`src/rtl/transfer_arb_pkg.sv`:
```
// Shared types and constants for the transfer arbiter.
// The optional XFER timeout is enabled by defining TRANSFER_ARB_TIMEOUT_EN.
package transfer_arb_pkg;

    // Default channel data width
    localparam int DEF_DATA_W = 8;

    // Read data returned on a timed-out transfer; wide enough for any
    // practical DATA_W, the top slices off what it needs
    localparam logic [63:0] ERR_DATA = '1;

    // Transfer sequencing states
    typedef enum logic [1:0] {
        IDLE     = 2'd0,
        GRANT    = 2'd1,
        XFER     = 2'd2,
        COMPLETE = 2'd3
    } state_t;

endpackage

```
`src/rtl/xfer_rr_pick.sv`:
```
// Round-robin winner selection: searches upward from last_winner+1
// (wrapping) and returns the first active requester as one-hot and index.
module xfer_rr_pick #(
    parameter int NUM_REQ = 4,
    parameter int IDX_W   = 2
) (
    input  logic [NUM_REQ-1:0] req,
    input  logic [IDX_W-1:0]   last_winner,
    output logic [NUM_REQ-1:0] winner_oh,
    output logic [IDX_W-1:0]   winner_idx
);

    logic [IDX_W-1:0] cand;
    logic             found;

    // Walk the requesters in priority order; the first one set wins
    always_comb begin
        winner_oh  = '0;
        winner_idx = '0;
        cand       = '0;
        found      = 1'b0;
        for (int k = 1; k <= NUM_REQ; k++) begin
            cand = IDX_W'((int'(last_winner) + k) % NUM_REQ);
            if (!found && req[cand]) begin
                found           = 1'b1;
                winner_idx      = cand;
                winner_oh[cand] = 1'b1;
            end
        end
    end

endmodule

```
`src/rtl/transfer_arbiter.sv`:
```
// Round-robin arbiter granting one of NUM_REQ requesters a shared
// valid/ready master channel, one transfer at a time.
// Define TRANSFER_ARB_TIMEOUT_EN to abort transfers whose slave does not
// answer within TIMEOUT cycles (rdata forced to all ones, sticky error).
module transfer_arbiter
    import transfer_arb_pkg::*;
#(
    parameter int NUM_REQ = 4,
    parameter int DATA_W  = DEF_DATA_W,
    parameter int TIMEOUT = 15
) (
    input  logic                      clk,
    input  logic                      rst,
    input  logic [NUM_REQ-1:0]        req,
    input  logic [NUM_REQ-1:0]        req_addr,
    input  logic [NUM_REQ*DATA_W-1:0] req_wdata,
    output logic [NUM_REQ-1:0]        gnt,
    output logic [NUM_REQ-1:0]        done,
    output logic [DATA_W-1:0]         rdata,
    output logic                      chan_address,
    output logic [DATA_W-1:0]         chan_mdata,
    output logic                      chan_valid,
    input  logic [DATA_W-1:0]         chan_sdata,
    input  logic                      chan_ready,
    output logic                      busy,
    output logic                      timeout_err
);

    localparam int               IDX_W    = (NUM_REQ > 1) ? $clog2(NUM_REQ) : 1;
    localparam logic [IDX_W-1:0] LAST_RST = IDX_W'(NUM_REQ - 1);

    state_t             state;
    state_t             state_nxt;
    logic [IDX_W-1:0]   last_winner;
    logic [IDX_W-1:0]   win_idx;
    logic [NUM_REQ-1:0] pick_oh;
    logic [IDX_W-1:0]   pick_idx;
    logic               pick_found;
    logic               tmo_hit;

    xfer_rr_pick #(
        .NUM_REQ (NUM_REQ),
        .IDX_W   (IDX_W)
    ) u_pick (
        .req         (req),
        .last_winner (last_winner),
        .winner_oh   (pick_oh),
        .winner_idx  (pick_idx)
    );

    assign pick_found = |req;
    assign busy       = (state != IDLE);

    // State register; reset aborts any transfer in flight
    always_ff @(posedge clk or posedge rst) begin
        if (rst) state <= IDLE;
        else     state <= state_nxt;
    end

    // Next-state: chan_ready only matters while in XFER
    always_comb begin
        state_nxt = state;
        case (state)
            IDLE:     if (pick_found) state_nxt = GRANT;
            GRANT:    state_nxt = XFER;
            XFER:     if (chan_ready || tmo_hit) state_nxt = COMPLETE;
            COMPLETE: state_nxt = IDLE;
            default:  state_nxt = IDLE;
        endcase
    end

    // Grant, channel drive, read capture and completion pulse
    always_ff @(posedge clk or posedge rst) begin
        if (rst) begin
            gnt          <= '0;
            done         <= '0;
            win_idx      <= '0;
            last_winner  <= LAST_RST;
            chan_address <= 1'b0;
            chan_mdata   <= '0;
            chan_valid   <= 1'b0;
            rdata        <= '0;
        end else begin
            done <= '0;
            case (state)
                IDLE: begin
                    if (pick_found) begin
                        gnt     <= pick_oh;
                        win_idx <= pick_idx;
                    end
                end
                GRANT: begin
                    // Winner's inputs are latched here; later req changes are ignored
                    chan_address <= req_addr[win_idx];
                    chan_mdata   <= req_wdata[win_idx*DATA_W +: DATA_W];
                    chan_valid   <= 1'b1;
                end
                XFER: begin
                    if (chan_ready) begin
                        rdata      <= chan_sdata;
                        chan_valid <= 1'b0;
                    end else if (tmo_hit) begin
                        rdata      <= ERR_DATA[DATA_W-1:0];
                        chan_valid <= 1'b0;
                    end
                end
                COMPLETE: begin
                    done        <= gnt;
                    gnt         <= '0;
                    last_winner <= win_idx;
                end
                default: ;
            endcase
        end
    end

`ifdef TRANSFER_ARB_TIMEOUT_EN
    localparam int CNT_W = $clog2(TIMEOUT + 1);

    logic [CNT_W-1:0] xfer_cnt;

    // Fires on the TIMEOUT-th XFER cycle that still has no chan_ready
    assign tmo_hit = (state == XFER) && !chan_ready &&
                     (xfer_cnt == CNT_W'(TIMEOUT - 1));

    // Count cycles spent in XFER, cleared outside it
    always_ff @(posedge clk or posedge rst) begin
        if (rst)                xfer_cnt <= '0;
        else if (state == XFER) xfer_cnt <= xfer_cnt + 1'b1;
        else                    xfer_cnt <= '0;
    end

    // Sticky timeout flag, cleared only by reset
    always_ff @(posedge clk or posedge rst) begin
        if (rst)          timeout_err <= 1'b0;
        else if (tmo_hit) timeout_err <= 1'b1;
    end
`else
    assign tmo_hit     = 1'b0;
    assign timeout_err = 1'b0;
`endif

endmodule

```
`config.mk`:
```
export PLATFORM = sky130hd
export DESIGN_NAME = transfer_arbiter
export DESIGN_NICKNAME = d
export VERILOG_FILES = /design/src/rtl/transfer_arb_pkg.sv /design/src/rtl/xfer_rr_pick.sv /design/src/rtl/transfer_arbiter.sv
export SDC_FILE = /design/constraint.sdc
export NUM_CORES = 1
export LEC_CHECK = 0
export BUFFER_PORTS_ARGS = -buffer_cell sky130_fd_sc_hd__buf_2
export CAP_MARGIN = 30
export CORE_ASPECT_RATIO = 1.1
export CORE_MARGIN = 3
export CORE_UTILIZATION = 52
export DETAILED_ROUTE_END_ITERATION = 16
export PLACE_DENSITY_LB_ADDON = 0.25
export SYNTH_ARGS = -nofsm -noshare
export SYNTH_HDL_FRONTEND = slang
export SYNTH_SLANG_ARGS = --single-unit
```
`constraint.sdc`:
```
create_clock -name clk -period 7.7 [get_ports clk]
set_clock_uncertainty 0.1 [all_clocks]
set_input_delay 0.385 -clock clk [delete_from_list [all_inputs] [get_ports clk]]
set_output_delay 0.385 -clock clk [all_outputs]
set_load 0.02 [all_outputs]
```
# ---- Word-level counts from Yosys, hierarchy flattened
# Index checks and enable logic that the tools add are counted.
dict set report totals {
  register_bits 32
  in_bits 51
  out_inout_bits 28
}
dict set report op_classes {
  addsub 4
  order_cmp 9
  n_eq_ne 5
  shifts 1
  mux 37
  bitwise 3
  reduce_logical 20
}
# operator count
set op_table {}
lappend op_table {{variable part select 32 x 6 -> 8 bit} 1}
lappend op_table {{2-to-1 mux 4 bit} 6}
lappend op_table {{less-than comparator 2 x 3 -> 1 bit (second input constant)} 5}
lappend op_table {{2-to-1 mux 1 bit} 13}
lappend op_table {{2-to-1 mux 2 bit} 6}
lappend op_table {{bitwise OR 4 bit} 3}
lappend op_table {{binary-select mux 1 bit (select 2 bit)} 5}
lappend op_table {{AND reduction 2 bit} 5}
lappend op_table {{demux 1 bit (select 2 bit)} 4}
lappend op_table {{>= comparator 2 x 1 -> 1 bit (second input constant)} 4}
lappend op_table {{case mux 2 bit (4 select lines)} 1}
lappend op_table {{case mux 4 bit (2 select lines)} 1}
lappend op_table {{logical AND 1 bit} 7}
lappend op_table {{nonzero test 2 bit} 3}
lappend op_table {{adder 2 x 1 -> 2 bit (second input constant)} 2}
lappend op_table {{adder 2 bit (second input constant)} 2}
lappend op_table {{== test 2 bit (second input constant)} 2}
lappend op_table {{!= test 2 bit (second input constant)} 2}
lappend op_table {{OR reduction 4 bit} 1}
lappend op_table {{zero test 1 bit} 3}
lappend op_table {{== test 2 x 1 -> 1 bit (second input constant)} 1}
lappend op_table {{zero test 2 bit} 1}
lappend op_table {{case mux 1 bit (2 select lines)} 1}

# ---- Logic depth before layout (Yosys ltp)
dict set report depth {
  word_depth 15
  ltp_mapped 9
}

# ---- Hierarchy
# Synthesis repeated with hierarchy kept, for this count alone.
dict set report unflattened {
  hier_cells 169
  hier_area_um2 2119.5
}
# module n_inst cells_each area_each_um2 seq_area_each_um2
set modules_own_cells {}
lappend modules_own_cells {transfer_arbiter 1 101 1574.0 803.3}
lappend modules_own_cells {xfer_rr_pick 1 68 545.5 0.0}

# ---- Worst setup path after synthesis
# No wires, ideal clock.
dict set report synth_path {
  path_kind {reg2reg}
  startpoint {reg last_winner[0]}
  endpoint {reg win_idx[0]}
  setup_ps 103
  arrival_time_ps 2445
  slack_ps 5051
  stages_incl_launch_ff 9
  n_path_buf 2
  path_cell_list {dfstp_2 buf_4 inv_2 ha_1 buf_6 mux4_2 a211oi_4 o31ai_1 o41ai_2}
}
dict set report synth_via {
  elab_chain_len 13
  word_cells_on_any_way 25
  cone_classes {add/sub (4); mux (15); reduce/logical (6)}
}
# item line_no
set synth_lines {}
lappend synth_lines {{start: declaration} transfer_arbiter.sv:34} ;# logic [IDX_W-1:0] last_winner;
lappend synth_lines {{start signal: assignment} transfer_arbiter.sv:110} ;# last_winner <= win_idx;
lappend synth_lines {{adder 2 x 1 -> 2 bit} xfer_rr_pick.sv:23} ;# cand = IDX_W'((int'(last_winner) + k) % NUM_REQ);
lappend synth_lines {{binary-select mux 1 bit (select 2 bit)} xfer_rr_pick.sv:24} ;# if (!found && req[cand]) begin
lappend synth_lines {{2-to-1 mux 1 bit (not written as such)} xfer_rr_pick.sv:24}
lappend synth_lines {{2-to-1 mux 1 bit} xfer_rr_pick.sv:24}
lappend synth_lines {{zero test 1 bit} xfer_rr_pick.sv:24}
lappend synth_lines {{logical AND 1 bit} xfer_rr_pick.sv:24}
lappend synth_lines {{2-to-1 mux 1 bit} xfer_rr_pick.sv:24}
lappend synth_lines {{zero test 1 bit} xfer_rr_pick.sv:24}
lappend synth_lines {{logical AND 1 bit} xfer_rr_pick.sv:24}
lappend synth_lines {{2-to-1 mux 1 bit} xfer_rr_pick.sv:24}
lappend synth_lines {{zero test 1 bit} xfer_rr_pick.sv:24}
lappend synth_lines {{logical AND 1 bit} xfer_rr_pick.sv:24}
lappend synth_lines {{2-to-1 mux 2 bit *} xfer_rr_pick.sv:24}
lappend synth_lines {{end signal: assignment} transfer_arbiter.sv:89} ;# win_idx <= pick_idx;
lappend synth_lines {{end: declaration} transfer_arbiter.sv:35} ;# logic [IDX_W-1:0] win_idx;
# Mark *: on every way between the ends. The rest lies on a longest branch, timed or not. The select of a mux whose other input is x is not followed.
# A chain may end at the register's enable or synchronous reset.

# ---- Worst setup path after layout
dict set report layout_path {
  startpoint {reg last_winner[0]}
  endpoint {reg win_idx[1]}
}
# The elaborated chain is that of the path after synthesis.

==> results summary <==
The dominant delay contributor by cell family on the critical path is flip-flops. In this run, synthesis produced a sequential element count of 32. After synthesis, the largest family of logic cells by area is multiplexers. The share of Yosys cell area claimed by the top area cell type came out at 0.3774. The cell area after synthesis is 1989 um2. The wire length of the first global-routing pass is 7410 um. After clock tree synthesis, the setup repair step added 0 buffers.

The share of synthesized cell area in and, or, nand and nor gates came out at 0.08365. The deepest clock path buffer count is 2. The total number of vias is between 1.5k and 2k.

Ranked by instance count, the synthesized netlist is headed by 30 x sky130_fd_sc_hd__dfrtp_1, 20 x sky130_fd_sc_hd__mux2_2, 13 x sky130_fd_sc_hd__ha_1, 12 x sky130_fd_sc_hd__nand2_1. The final weighted congestion in routability-driven placement came out at about 0.94. The highest ir drop seen on vdd is between 150 and 200 uV.

Buffers placed on the I/O ports in this run total 77. The average routed wire per standard cell came out at around 16 um. The number of clock buffers added by TritonCTS is 5. In the synthesized netlist the dominant register cell turns out to be sky130_fd_sc_hd__dfrtp_1. The number of antenna violations at the first check in global routing is 0.

The data required time at the worst endpoint is 7.82 ns. Sorting the synthesized cells by area gives the leading types as sky130_fd_sc_hd__dfrtp_1 38%, sky130_fd_sc_hd__mux2_2 11%, sky130_fd_sc_hd__mux4_2 11%. The cell row count came out at 22. The flow ran to the end, and the final reports show no timing, DRC or antenna violations.

The top cell type by total area after synthesis is sky130_fd_sc_hd__dfrtp_1. The H-tree was split into 2 levels. Synthesis handed over a netlist of 170 instances.

Power spread over the standard cell area amounts to 408.9 nW/um2. The xor and xnor area share after synthesis came out at 0. From bottom edge to top edge, the die measures about 70 um. The count of final max-slew check failures came out at 0. The sequential group share of total power is 0.323. The number of clock sinks is 32. The largest net degree at the start of global routing is 33. The number of setup violations in the final report is 0. The number of gates given a new drive strength after cts came out at 0.

The global-route usage over all layers is 0.2092. In this run the count of I/O pins placed on the die edge is 79. The horizontal die dimension came out at about 65 um. In this run the static leakage power is 0.001178 uW. The overall routed net length is about 4600 um. The adder and majority cell fraction of the synthesized area is 0.08176. The post-synthesis to final-layout area growth came out at 23.71%. The mean post-synth cell area came out at 11.70 um2. In this design, the critical path's most frequently occurring cell is sky130_fd_sc_hd__nor3_1. The number of detailed-route iterations in the first pass is 4. The post-route antenna net violation count came out at 0. Traced cell by cell, the critical path runs through inv_2, ha_1, mux4_2, a211oi_4, o311ai_0, nor3_1, nor3_1.

Setup repair after global routing left no endpoint under its margin. TritonCTS built the clock tree. The most heavily used metal layer in global routing is met2.

The proportion of register bits with asynchronous set or reset after synthesis is 1.000. For this run, global-route usage on met3 was measured as 0.03492. The die footprint came out at 4605 um2.

The min-delay analysis places its worst path in the category primary input to async pin. For the worst setup path, the data arrival time is 3.13 ns. The global routing met2 resource utilization came out at 0.3500. The number of nets in the finished design came out at 308.

The vias per cell came out at 5.655. The final-report hold violation count is 0. The overall power consumption came out at 1006 uW. The worst pin sits at a relative slew slack of 0.5524.

The transition time of the tightest slew-check pin came out at roughly 0.65 ns. The combined buffer and inverter count along the critical path came out at 1. The share of the synthesized area in compound gates (AO/OA/AOI/OAI) was 0.1308. The synthesized design contains 0 enable-type register cells. The switching power share of the total is 0.4336. The total core area is 3496 um2. The internal power contribution is 570.1 uW.

The endpoint type of the worst setup path is a register. Once detailed placement completed, the half-perimeter wirelength came to 3571 um. The class of the most critical setup path is register to register. For this run, design rule violations remaining after detail routing come to 0. The Yosys step of the flow raised 0 warnings. The initial core utilization came out at 0.5691.

Clock tree synthesis selected as its root buffer the cell sky130_fd_sc_hd__clkbuf_4. The share of post-route cells with drive strength above 1 is 0.4980. The unique cell type count in the Yosys netlist came out at 37.

The largest fanout on the critical path is 16. The clock reaches the later pin of the worst-skew pair after 0.33 ns. The worst setup path is launched from a register. After clock tree synthesis, the clock-pin slew on the worst setup and hold paths is 0.11 ns.

The slowest stage of the critical path is the sky130_fd_sc_hd__dfstp_2 cell. The post-synth net total came out at 234. The number of global-route vias before repair came out at 1571. sky130_fd_sc_hd__dfrtp_1 is the most common cell in the netlist.

For this block, the initial DRC count from the detailed router was 72. Adding up every negative setup slack in the final design gives 0 ns. For this run, the slowest stage of the critical path takes 0.77 ns. The portion of netlist area occupied by mux cells is 0.2465. The met1 global-route usage came out at 0.2627.

The achievable frequency is between 300 and 400 MHz. The total overflow reported by the global router is 0. The final critical path time including I/O delays and setup is 3.003 ns. The net switching power of the design is 436.4 uW.

The share of the Yosys chip area taken by registers is 0.4038. The share of power burned in the clock network is 0.126. Max-cap violations in this run came to 0. The number of antenna diodes in the final layout is 0. Dividing the final minimum period by the clock period gives 0.3900. The combinational fraction of design power is 0.551. The number of buffers inserted by hold repair at cts came out at 0.
[cell families after synthesis]
logic type               Yosys count
multiplexers                      34
AO/OA/AOI/OAI                     33
AND/OR/NAND/NOR                   35
other                              1
adder cells (fa/ha/maj)           13
buffers and inverters             22
flip-flops                        32
[layout by cell type, fill, tap and decap left out, types with 2 or more instances in the layout]
master and instances:
sky130_fd_sc_hd__nor2_1 3, sky130_fd_sc_hd__a21oi_1 2, sky130_fd_sc_hd__nor3_1 7, sky130_fd_sc_hd__buf_2 77
sky130_fd_sc_hd__nand2_1 12, sky130_fd_sc_hd__nand3_1 5, sky130_fd_sc_hd__mux2i_1 4, sky130_fd_sc_hd__mux4_2 10
sky130_fd_sc_hd__ha_1 13, sky130_fd_sc_hd__a211oi_1 3, sky130_fd_sc_hd__clkbuf_4 5, sky130_fd_sc_hd__mux2_2 20
sky130_fd_sc_hd__and2_1 5, sky130_fd_sc_hd__inv_1 10, sky130_fd_sc_hd__a221o_1 4, sky130_fd_sc_hd__a31oi_1 4
sky130_fd_sc_hd__dfrtp_1 30, sky130_fd_sc_hd__dfstp_2 2, sky130_fd_sc_hd__o21ai_0 9
[state kept, by name, indices dropped and copies added (netlist names)]
name          count
chan_address      1
rdata             8
gnt               4
chan_mdata        8
last_winner       2
win_idx           2
chan_valid        1
state             2
done              4
[metrics by stage]
stage | cell area [um2] | utilization | hold WS, ns | setup WS, ns | instances
3_3_place_gp | 2381 | 0.6811 | 0.3600 | 4.795 | 285
2_1_floorplan | 1989 | - | 0.3997 | 5.051 | 170
3_5_place_dp | 2381 | 0.6811 | 0.3886 | 4.706 | 285
6_report | 2461 | 0.7040 | 0.01960 | 4.697 | 293
5_1_grt | 2461 | 0.7040 | 0.04600 | 4.512 | 293
4_1_cts | 2461 | 0.7040 | 0.02175 | 4.700 | 293
[per-layer routing]
metal  wire length [um]  up-vias
met4                 57        0
li1                   -      780
met1               1875      807
met2               2379       66
met5                  0        -
met3                321        4
[tightest hold or removal path, cell delays in order]
cell	delay [ns]
sky130_fd_sc_hd__buf_2	0.09
sky130_fd_sc_hd__inv_1	0.04
sky130_fd_sc_hd__buf_4	0.36
[cell type report]
type | instances | area (um2)
multi-input cells | 116 | 1084
fillers | 261 | 1035
flip-flops and latches | 32 | 803.3
repair buffers | 78 | 392.9
well taps | 48 | 60.06
clock inverters | 3 | 42.54
inverters | 11 | 41.29
clock buffers | 5 | 37.54
[power by group through the flow]
stage / clock network, uW / logic [uW] / registers, uW
detailed placement: 0 / 553 / 331
global route: 138 / 605 / 337
floorplan: 0 / 371 / 368
finish: 127 / 554 / 325
global placement: 0 / 542 / 323
CTS: 129 / 557 / 326
[worst paths after layout]
kind	depth (start not counted)	slack [ns]	start	end
setup / recovery	7	4.70	last_winner[0]	win_idx[1]
hold / removal	3	0.02	rst	rdata[4]
setup reg to reg	7	4.70	last_winner[0]	win_idx[1]
hold reg to reg	1	0.41	rdata[1]	rdata[1]
max in group asynchronous	3	7.15	rst	last_winner[0]
min in group clk	2	0.18	chan_sdata[4]	rdata[4]
(Power assumes the default switching activity.)
